### src/rtl/jtgng_sdram_arb_pkg.sv
// rtl/jtgng_sdram_arb_pkg.sv - shared encodings and widths for the SDRAM read arbiter
package jtgng_sdram_arb_pkg;

  // Default SDRAM word address width and cached data width
  localparam int AW_DEF = 22;
  localparam int DW     = 32;

  // Arbiter FSM: scan for a miss, hold the request, wait for the data beat
  typedef enum logic [1:0] {
    ST_IDLE = 2'd0,
    ST_REQ  = 2'd1,
    ST_WAIT = 2'd2
  } arb_state_e;

endpackage

### src/rtl/jtgng_sdram_arb_if.sv
// rtl/jtgng_sdram_arb_if.sv - slot-side and controller-side bus of the SDRAM read arbiter
interface jtgng_sdram_arb_if
  import jtgng_sdram_arb_pkg::*;
#(
  parameter int SLOTS = 4,
  parameter int AW    = AW_DEF
);

  // ROM consumer side
  logic                  downloading;
  logic [SLOTS-1:0]      slot_cs;
  logic [SLOTS*AW-1:0]   slot_addr;
  logic [SLOTS-1:0]      slot_ok;
  logic [SLOTS*DW-1:0]   slot_dout;

  // SDRAM controller side
  logic                  read_req;
  logic [AW-1:0]         sdram_addr;
  logic                  sdram_ack;
  logic                  data_rdy;
  logic [DW-1:0]         data_read;
  logic                  refresh_en;

  // The arbiter itself
  modport master (
    input  downloading, slot_cs, slot_addr, sdram_ack, data_rdy, data_read,
    output slot_ok, slot_dout, read_req, sdram_addr, refresh_en
  );

  // Consumers plus controller, seen from outside the arbiter
  modport slave (
    output downloading, slot_cs, slot_addr, sdram_ack, data_rdy, data_read,
    input  slot_ok, slot_dout, read_req, sdram_addr, refresh_en
  );

endinterface

### src/rtl/jtgng_sdram_slot.sv
// rtl/jtgng_sdram_slot.sv - one-word read cache for a single ROM consumer
module jtgng_sdram_slot
  import jtgng_sdram_arb_pkg::*;
#(
  parameter int AW = AW_DEF
) (
  input  logic          clk,
  input  logic          rst,
  input  logic          cs,
  input  logic [AW-1:0] addr,
  input  logic          inval,
  input  logic          fill,
  input  logic [AW-1:0] fill_addr,
  input  logic [DW-1:0] fill_data,
  output logic          ok,
  output logic          miss,
  output logic [DW-1:0] dout
);

  logic          valid_q, valid_d;
  logic [AW-1:0] cached_addr_q, cached_addr_d;
  logic [DW-1:0] cached_data_q, cached_data_d;
  logic          hit;

  // Fill stores the issued address, so a consumer that moved on during the
  // fetch simply misses again. Invalidate wins over fill for the valid bit so
  // a fetch finishing during a ROM download never leaves a stale hit behind.
  always_comb begin
    valid_d       = valid_q;
    cached_addr_d = cached_addr_q;
    cached_data_d = cached_data_q;
    if (fill) begin
      valid_d       = 1'b1;
      cached_addr_d = fill_addr;
      cached_data_d = fill_data;
    end
    if (inval) begin
      valid_d = 1'b0;
    end
  end

  // Cache registers
  always_ff @(posedge clk or posedge rst) begin
    if (rst) begin
      valid_q       <= 1'b0;
      cached_addr_q <= '0;
      cached_data_q <= '0;
    end else begin
      valid_q       <= valid_d;
      cached_addr_q <= cached_addr_d;
      cached_data_q <= cached_data_d;
    end
  end

  assign hit  = cs & valid_q & (addr == cached_addr_q);
  assign ok   = hit;
  assign miss = cs & ~hit;
  assign dout = cached_data_q;

endmodule

### src/rtl/jtgng_sdram_arb.sv
// rtl/jtgng_sdram_arb.sv - round-robin read arbiter between ROM slots and the SDRAM controller
module jtgng_sdram_arb
  import jtgng_sdram_arb_pkg::*;
#(
  parameter int SLOTS = 4,
  parameter int AW    = AW_DEF
) (
  input  logic              clk,
  input  logic              rst,
  jtgng_sdram_arb_if.master bus
);

  localparam int IW = (SLOTS > 1) ? $clog2(SLOTS) : 1;

  arb_state_e          state_q, state_d;
  logic [IW-1:0]       last_grant_q, last_grant_d;
  logic [AW-1:0]       gnt_addr_q, gnt_addr_d;
  logic                read_req_q, read_req_d;

  logic [SLOTS-1:0]    miss;
  logic [SLOTS-1:0]    slot_ok;
  logic [SLOTS*DW-1:0] slot_dout;
  logic                any_miss;
  logic                fill_en;

  logic                found_lo, found_hi;
  logic [IW-1:0]       idx_lo, idx_hi;
  logic                pick_found;
  logic [IW-1:0]       pick_idx;
  logic [AW-1:0]       pick_addr;

  for (genvar i = 0; i < SLOTS; i++) begin : g_slot
    jtgng_sdram_slot #(.AW(AW)) u_slot (
      .clk       (clk),
      .rst       (rst),
      .cs        (bus.slot_cs[i]),
      .addr      (bus.slot_addr[i*AW +: AW]),
      .inval     (bus.downloading),
      .fill      (fill_en && (last_grant_q == IW'(i))),
      .fill_addr (gnt_addr_q),
      .fill_data (bus.data_read),
      .ok        (slot_ok[i]),
      .miss      (miss[i]),
      .dout      (slot_dout[i*DW +: DW])
    );
  end

  assign any_miss = |miss;

  // Round-robin pick: the lowest missing slot above the last grant, else wrap
  // around to the lowest missing slot overall.
  always_comb begin
    found_lo  = 1'b0;
    found_hi  = 1'b0;
    idx_lo    = '0;
    idx_hi    = '0;
    for (int i = 0; i < SLOTS; i++) begin
      if (miss[i] && !found_lo) begin
        found_lo = 1'b1;
        idx_lo   = IW'(i);
      end
      if (miss[i] && !found_hi && (IW'(i) > last_grant_q)) begin
        found_hi = 1'b1;
        idx_hi   = IW'(i);
      end
    end
    pick_found = found_lo;
    pick_idx   = found_hi ? idx_hi : idx_lo;
    pick_addr  = '0;
    for (int i = 0; i < SLOTS; i++) begin
      if (pick_idx == IW'(i)) begin
        pick_addr = bus.slot_addr[i*AW +: AW];
      end
    end
  end

  // FSM next state and controller-side register updates
  always_comb begin
    state_d      = state_q;
    last_grant_d = last_grant_q;
    gnt_addr_d   = gnt_addr_q;
    read_req_d   = read_req_q;
    fill_en      = 1'b0;
    case (state_q)
      ST_IDLE: begin
        if (!bus.downloading && pick_found) begin
          last_grant_d = pick_idx;
          gnt_addr_d   = pick_addr;
          read_req_d   = 1'b1;
          state_d      = ST_REQ;
        end
      end
      ST_REQ: begin
        if (bus.sdram_ack) begin
          read_req_d = 1'b0;
          state_d    = ST_WAIT;
        end
      end
      ST_WAIT: begin
        if (bus.data_rdy) begin
          fill_en = 1'b1;
          state_d = ST_IDLE;
        end
      end
      default: begin
        read_req_d = 1'b0;
        state_d    = ST_IDLE;
      end
    endcase
  end

  // State and controller-side registers; slot 0 is scanned first after reset
  always_ff @(posedge clk or posedge rst) begin
    if (rst) begin
      state_q      <= ST_IDLE;
      last_grant_q <= IW'(SLOTS - 1);
      gnt_addr_q   <= '0;
      read_req_q   <= 1'b0;
    end else begin
      state_q      <= state_d;
      last_grant_q <= last_grant_d;
      gnt_addr_q   <= gnt_addr_d;
      read_req_q   <= read_req_d;
    end
  end

  assign bus.slot_ok    = slot_ok;
  assign bus.slot_dout  = slot_dout;
  assign bus.read_req   = read_req_q;
  assign bus.sdram_addr = gnt_addr_q;
  // Refresh only when nobody is waiting on the SDRAM and never during reset
  assign bus.refresh_en = ~rst & (state_q == ST_IDLE) & ~any_miss & ~bus.downloading;

endmodule

### src/flat_wrapper.sv
// flat-port wrapper written by rule: the top's interface ports become plain ports
module jtgng_sdram_arb_flat import jtgng_sdram_arb_pkg::*;
#(
  parameter int SLOTS = 4,
  parameter int AW    = AW_DEF
)
  (clk, rst, bus_downloading, bus_slot_cs, bus_slot_addr, bus_sdram_ack, bus_data_rdy, bus_data_read, bus_slot_ok, bus_slot_dout, bus_read_req, bus_sdram_addr, bus_refresh_en);
  jtgng_sdram_arb_if #(.SLOTS(SLOTS), .AW(AW)) bus_i ();
  input  logic clk;
  input  logic rst;
  input wire logic [$bits(bus_i.downloading)-1:0] bus_downloading;
  input wire logic [$bits(bus_i.slot_cs)-1:0] bus_slot_cs;
  input wire logic [$bits(bus_i.slot_addr)-1:0] bus_slot_addr;
  input wire logic [$bits(bus_i.sdram_ack)-1:0] bus_sdram_ack;
  input wire logic [$bits(bus_i.data_rdy)-1:0] bus_data_rdy;
  input wire logic [$bits(bus_i.data_read)-1:0] bus_data_read;
  output wire logic [$bits(bus_i.slot_ok)-1:0] bus_slot_ok;
  output wire logic [$bits(bus_i.slot_dout)-1:0] bus_slot_dout;
  output wire logic [$bits(bus_i.read_req)-1:0] bus_read_req;
  output wire logic [$bits(bus_i.sdram_addr)-1:0] bus_sdram_addr;
  output wire logic [$bits(bus_i.refresh_en)-1:0] bus_refresh_en;
  assign bus_i.downloading = bus_downloading;
  assign bus_i.slot_cs = bus_slot_cs;
  assign bus_i.slot_addr = bus_slot_addr;
  assign bus_i.sdram_ack = bus_sdram_ack;
  assign bus_i.data_rdy = bus_data_rdy;
  assign bus_i.data_read = bus_data_read;
  assign bus_slot_ok = bus_i.slot_ok;
  assign bus_slot_dout = bus_i.slot_dout;
  assign bus_read_req = bus_i.read_req;
  assign bus_sdram_addr = bus_i.sdram_addr;
  assign bus_refresh_en = bus_i.refresh_en;
  jtgng_sdram_arb #(.SLOTS(SLOTS), .AW(AW)) u_core (.clk(clk), .rst(rst), .bus(bus_i));
endmodule
### config.mk
export PLATFORM = sky130hd
export DESIGN_NAME = jtgng_sdram_arb_flat
export DESIGN_NICKNAME = d
export VERILOG_FILES = /design/src/rtl/jtgng_sdram_arb_pkg.sv /design/src/rtl/jtgng_sdram_arb_if.sv /design/src/rtl/jtgng_sdram_slot.sv /design/src/rtl/jtgng_sdram_arb.sv /design/src/flat_wrapper.sv
export SDC_FILE = /design/constraint.sdc
export NUM_CORES = 1
export LEC_CHECK = 0
export ABC_AREA = 1
export ABC_CLOCK_PERIOD_IN_PS = 9700
export BUFFER_PORTS_ARGS = -buffer_cell sky130_fd_sc_hd__buf_2
export CELL_PAD_IN_SITES_DETAIL_PLACEMENT = 1
export CELL_PAD_IN_SITES_GLOBAL_PLACEMENT = 1
export CORE_UTILIZATION = 39
export DETAILED_ROUTE_END_ITERATION = 7
export GPL_TIMING_DRIVEN = 0
export HOLD_SLACK_MARGIN = 0.05
export PLACE_DENSITY_LB_ADDON = 0.08
export SYNTH_ARGS = -nofsm -noshare
export SYNTH_HDL_FRONTEND = slang
export SYNTH_SLANG_ARGS = --single-unit
### constraint.sdc
create_clock -name clk -period 9.7 [get_ports clk]
set_input_delay 0.485 -clock clk [delete_from_list [all_inputs] [get_ports clk]]
set_output_delay 0.485 -clock clk [all_outputs]
set_load 0.02 [all_outputs]
==> impl_metrics.py, run 1 <==
metrics = {
    "outcome": {
        "status": "finished clean",
    },
    "synth": {
        "synthTopCellsByArea": "dfrtp_1 50%, nand2_1 22%, inv_1 6.0%, o21ai_0 3.8%, mux2_2 3.1%",
        "synth_top_area_share_pct": 50.3,
        "yosys.area.top_type": "dfrtp_1",
        "synth.distinct_cells": 34,
        "avgSynthCellArea_um2": 7.50,
        "netlist_instances": 1624,
        "yosys_warnings": 0,
        "synthesis.nets": 1753,
        "ys_ff_latch": 247,
        "seq_area_frac_synth_pct": 50.8,
        "synth_area_um2": 12200,
    },
    "layout": {
        "final_cells": 2362,
        "nets": 2071,
        "drive_gt1_share_pct": 21.0,
        "design_area_um2": 15100,
        "final_common_cell": "nand2_1",
        "mostFrequentLayoutCells": "712 x nand2_1, 305 x buf_2, 245 x dfrtp_1",
        "syn2layout_area_growth_pct": 24.1,
        "fin_util_pct": 49.3,
    },
    "timing": {
        "fin_skew_ps": 34.9,
        "fin_setup_tns_ps": 0,
        "relSlewSlack_pct": 36.0,
        "drv_slew": 0,
        "finalCritPeriodShare_pct": 32.3,
        "fin_crit_ps": 3130,
        "fmax_ghz": 0.319,
        "setup_violations": 0,
        "worst_pin_slew_ps": 953,
        "rsz0062_at_grt": "no",
        "hold_viol": 0,
    },
    "floorplanning": {
        "die_y_um": 179,
        "coreArea_um2": 30700,
        "initial_core_util_pct": 39.7,
        "io_pins": 285,
        "die_w_um": 179,
        "rows": 64,
        "die-area_um2": 31900,
    },
    "global_route": {
        "track_usage_pct": 30.5,
        "antenna_found_initial": 6,
        "grt_first_pass_wirelength_um": 72500,
        "gr-total-overflow": 0,
        "grt_pass1_vias": 12256,
        "grt_max_degree": 100,
    },
    "clock_tree": {
        "cts_tree": "done",
        "clkTransAtPathRegs_ps": 60,
        "clk_path_buf_depth": 3,
        "cts_htree_levels": 1,
        "insertion_delay_ps": 580,
        "post-cts-setup-buffers": 0,
        "clock-sinks": 247,
        "root_buffer": "clkbuf_16",
        "numCtsBuffers": 29,
    },
    "power_and_ir_drop": {
        "ir_worst_vdd_mv": 0.160,
        "p_total_mw": 5.07,
        "p_per_area_nw_per_um2": 335,
        "p_leak_nw": 8.60,
    },
    "placement": {
        "place_congestion": 0.929,
        "dp_cells": 2306,
        "hpwl_um": 37200,
        "portBuffers": 284,
        "placed_area_um2": 14200,
    },
    "hold_path": {
        "hold_start": "bus_sdram_ack",
        "min_path_type": "in -> reg",
    },
    "critical_path": {
        "arrival_ps": 2650,
        "crit_path_start_kind": "flip-flop",
        "slowest_stage": "dfrtp_1",
        "crit_type": "reg -> out",
        "crit_fanout": 3,
        "r2r_start": "u_core.last_grant_q[1]",
        "cp-startpoint": "u_core.g_slot[1].u_slot.valid_q",
        "crit_required_ps": 9220,
        "max_stage_delay_ps": 340,
        "critPathCaptureType": "primary output",
        "path_cells": "nand2_1, nor2_1, nand3_1, nor2_1, nand3_1, nand2_1, nand4_1, nor4_1, buf_2",
    },
    "routing": {
        "via_per_inst": 5.06,
        "vias": 11950,
        "drc_errors": 0,
        "drt_first_pass_iters": 4,
        "wl_per_cell_um": 20.3,
        "first_iter_violations": 750,
        "postRouteAntennaNets": 0,
        "routed_wirelength_um": 48000,
    },
    "flow_run": {
        "maxCapViolations": 0,
    },
}
critical path, delay by kind of cell (launching register included):
family | cells | cell delay (ps)
simple gates | 8 | 1470
flops | 1 | 340
buf+inv | 1 | 260
what timing repair did:
item                                   CTS  global route
endpoints found under the hold margin   66             0
hold buffers                             1             0
resized for setup                        0             0
cell families after synthesis:
family | Yosys count | synth area share (%)
simple gates | 933 | 31.0
buf+inv | 269 | 8.88
flops | 247 | 50.8
compound gates | 134 | 5.67
mux | 34 | 3.14
xor+xnor | 7 | 0.503
report_power, final:
part | internal [mW] | switching [mW]
Sequential | 1.52 | 0.403
Combinational | 0.667 | 1.37
Clock | 0.648 | 0.457
synth_stat cells:
master / count
nand2_4: 1
dfstp_2: 2
xnor2_1: 6
o22ai_1: 1
a21oi_2: 1
o21ai_0: 93
clkbuf_1: 36
nor3_1: 3
or2_2: 2
nor2_2: 1
buf_2: 21
mux2_2: 34
xor2_1: 1
nand3b_1: 10
a2111oi_0: 2
clkinv_1: 1
nand3_1: 64
o2111ai_1: 2
nand2_1: 712
nand4_1: 41
buf_6: 2
inv_1: 196
buf_4: 8
buf_1: 1
nand2_2: 1
nor4b_1: 1
nand3_2: 3
inv_2: 4
nor2_1: 89
a21oi_1: 23
nor4_1: 4
dfrtp_1: 245
o21ai_1: 12
or4_1: 1
metal layers:
layer  track usage (%)  share of wire [%]  routed length [um]
met5                 0              0.094                  45
met4              9.07                2.9                1400
met3              6.74                6.5                3120
met2              51.3                 48               23200
met1              39.1                 42               20300
sequential cells by signal (all words and copies together) (netlist names):
signal and cells:
u_core.bus.sdram_addr 22, u_core.state_q 2, u_core.g_slot.u_slot.valid_q 4, u_core.last_grant_q 2, u_core.g_slot.u_slot.dout 128, u_core.bus.read_req 1
u_core.g_slot.u_slot.cached_addr_q 88
layout make-up:
| class | count | area [um2] |
|---|---|---|
| multi-input cells | 1108 | 4920 |
| repair buffers | 287 | 1490 |
| inverters | 201 | 762 |
| clock inverters | 10 | 108 |
| diodes | 2 | 5.00 |
| fillers | 3977 | 15500 |
| flip-flops and latches | 247 | 6180 |
| well taps | 396 | 495 |
| clock buffers | 43 | 838 |
| plain buffers | 68 | 327 |
final timing paths:
check / depth (start not counted) / slack (ps) / to
max in group asynchronous: 4 / 8210 / u_core.g_slot[1].u_slot.cached_addr_q[11]
setup reg to reg: 6 / 6900 / u_core.g_slot[0].u_slot.cached_addr_q[1]
hold reg to reg: 2 / 460 / u_core.g_slot[1].u_slot.dout[1]
hold / removal: 3 / 170 / u_core.state_q[0]
min in group asynchronous: 3 / 540 / u_core.g_slot[1].u_slot.dout[13]
setup / recovery: 9 / 6570 / bus_refresh_en
per-stage QoR:
stage / hold slack, ps / worst slack [ps]
global placement: 448 / -1010
CTS: 153 / 6580
detailed placement: 453 / 6700
global route: 163 / 6440
floorplan: 453 / 2430
finish: 171 / 6570
No activity file was read; power rests on OpenSTA's default activity.
==> run 2: changes to the inputs <==
Settings changed: ABC_CLOCK_PERIOD_IN_PS 9700 to 2800, CORE_UTILIZATION 39 to 35.
Clock period 9.7 ns to 2.8 ns, I/O delays scaled along.
==> impl_metrics.py, run 2 (same netlist as run 1, synthesis figures left out) <==
metrics = {
    "layout": {
        "syn2layout_area_growth_pct": 31.8,
        "final_common_cell": "nand2_1",
        "fin_util_pct": 47.4,
        "drive_gt1_share_pct": 20.6,
        "final_cells": 2495,
        "largest_reg_flops": 128,
        "nets": 2153,
        "mostFrequentLayoutCells": "712 x nand2_1, 305 x buf_2, 245 x dfrtp_1",
    },
    "power_and_ir_drop": {
        "p_sw_mw": 7.80,
        "p_total_mw": 17.7,
        "sw_frac_of_total_pct": 44.1,
        "pwr-share-clk_pct": 21.6,
        "p_per_area_nw_per_um2": 1100,
        "p_int_mw": 9.86,
        "pwr-share-comb_pct": 40.6,
        "p_leak_nw": 8.95,
        "seqPwrFrac_pct": 37.8,
        "ir_worst_vdd_mv": 0.765,
    },
    "timing": {
        "drv_slew": 0,
        "worst_pin_slew_ps": 843,
        "finalCritPeriodShare_pct": 94.3,
        "relSlewSlack_pct": 43.8,
        "fmax_ghz": 0.379,
        "fin_ws_ps": 160,
        "setup_violations": 0,
        "rsz0062_at_grt": "yes",
        "holdWs_ps": 57.0,
        "hold_viol": 0,
        "fin_crit_ps": 2640,
        "fin_skew_ps": 20.2,
    },
    "critical_path": {
        "r2r_slack_ps": 160,
        "crit_type": "reg -> reg",
        "critPathCaptureType": "flip-flop",
        "crit_fanout": 10,
        "r2r_start": "u_core.g_slot[2].u_slot.cached_addr_q[0]",
        "crit_path_start_kind": "flip-flop",
        "arrival_ps": 3100,
        "reg2reg_depth": 15,
        "crit_required_ps": 3260,
        "reg2reg_to": "u_core.bus.sdram_addr[7]",
    },
    "placement": {
        "hpwl_um": 38200,
        "place_congestion": 0.936,
        "dp_worst_setup_slack_ps": -11.1,
        "dp_cells": 2363,
        "portBuffers": 284,
    },
    "routing": {
        "routed_wirelength_um": 50200,
        "drt_first_pass_iters": 5,
        "first_iter_violations": 693,
        "wl_per_cell_um": 20.1,
        "vias": 12223,
        "drc_errors": 0,
        "via_per_inst": 4.90,
        "postRouteAntennaNets": 0,
    },
    "flow_run": {
        "maxCapViolations": 0,
    },
    "floorplanning": {
        "coreArea_um2": 33900,
        "die_w_um": 189,
        "die-area_um2": 35600,
        "io_pins": 285,
        "initial_core_util_pct": 36.0,
        "rows": 67,
        "die_y_um": 189,
    },
    "clock_tree": {
        "root_buffer": "clkbuf_16",
        "clk_path_buf_depth": 3,
        "cts_htree_levels": 1,
        "numCtsBuffers": 29,
        "insertion_delay_ps": 570,
        "cts_tree": "done",
        "clkTransAtPathRegs_ps": 60,
        "clock-sinks": 247,
    },
    "outcome": {
        "status": "finished clean",
    },
    "global_route": {
        "antenna_found_initial": 3,
        "grt_max_degree": 38,
        "track_usage_pct": 28.5,
        "grt_pass1_vias": 12920,
        "grt_first_pass_wirelength_um": 77100,
        "gr-total-overflow": 0,
    },
    "hold_path": {
        "min_delay_path_depth": 5,
        "min_path_type": "in -> reg",
        "hold_start": "bus_slot_addr[26]",
        "holdPathEnd": "u_core.bus.sdram_addr[4]",
    },
}
run 2: cell count changes in the layout (fill, tap and decap cells not counted), sizes merged:
cell,change
clkinvlp,+3
clkbuf,-2
inv,-1
buf,+6
dlygate4sd3,+77
clkinv,-2
run 2: repair_timing:
item                                   in CTS  in global routing
gates cloned                                0                  0
buffers inserted                            0                  0
setup endpoints to repair                   6                 38
endpoints found under the hold margin     241                  0
hold buffers                               78                  0
gates resized for setup                     2                 12
run 2: worst max path at each step:
stage                                        startpoint                                        to  slack [ps]  cells after the start
6_report       u_core.g_slot[2].u_slot.cached_addr_q[0]                  u_core.bus.sdram_addr[7]         160                     15
5_1_grt                               u_core.state_q[1]  u_core.g_slot[2].u_slot.cached_addr_q[4]         -20                     10
4_1_cts        u_core.g_slot[2].u_slot.cached_addr_q[0]                 u_core.bus.sdram_addr[18]          30                     15
3_5_place_dp                     u_core.last_grant_q[0]  u_core.g_slot[0].u_slot.cached_addr_q[3]         -10                      6
3_3_place_gp                                        rst  u_core.g_slot[1].u_slot.cached_addr_q[1]       -2470                      2
2_1_floorplan                                       rst                       u_core.bus.read_req        -580                      1
run 2: through the flow:
stage | area [um2] | TNS (ps)
final | 16100 | 0
after global routing | 16100 | -24.7
after CTS | 16000 | 0
after detailed placement | 14300 | -24.0
after global placement | 14200 | -604400
after floorplan | 12200 | -143110
run 2: metal layers:
layer	wire length [um]	track usage (%)
met2	24100	48.4
met1	21100	36.4
met5	17	0
met4	1590	8.22
met3	3470	6.24
run 2: worst max-delay path: stages (launching register included):
cell	delay, ps
dfrtp_1	360
inv_1	110
o21ai_0	160
nor2_1	120
nand2_1	60
nor2_1	160
nand3_2	170
nand2_1	150
nand2_1	100
nand3_2	170
nand2_4	130
buf_2	210
o21ai_0	300
nand3_1	180
nand2_1	100
nand2_1	50
run 2: power by group through the flow:
stage	registers, mW	clock network [mW]	logic (mW)
2_1_floorplan	7.49	0	3.21
3_3_place_gp	6.62	0	6.86
4_1_cts	6.67	3.90	7.19
3_5_place_dp	6.69	0	7.06
6_report	6.68	3.82	7.16
5_1_grt	6.86	4.01	7.95
run 2: layout make-up:
class                           count  area [um2]
Fill cell                        4335       17800
Sequential cell                   247        6180
Multi-Input combinational cell   1108        4940
Timing Repair Buffer              369        2340
Clock buffer                       42         815
Inverter                          201         758
Tap cell                          448         561
Buffer                             68         330
Clock inverter                     10         120
Antenna cell                        2        5.00
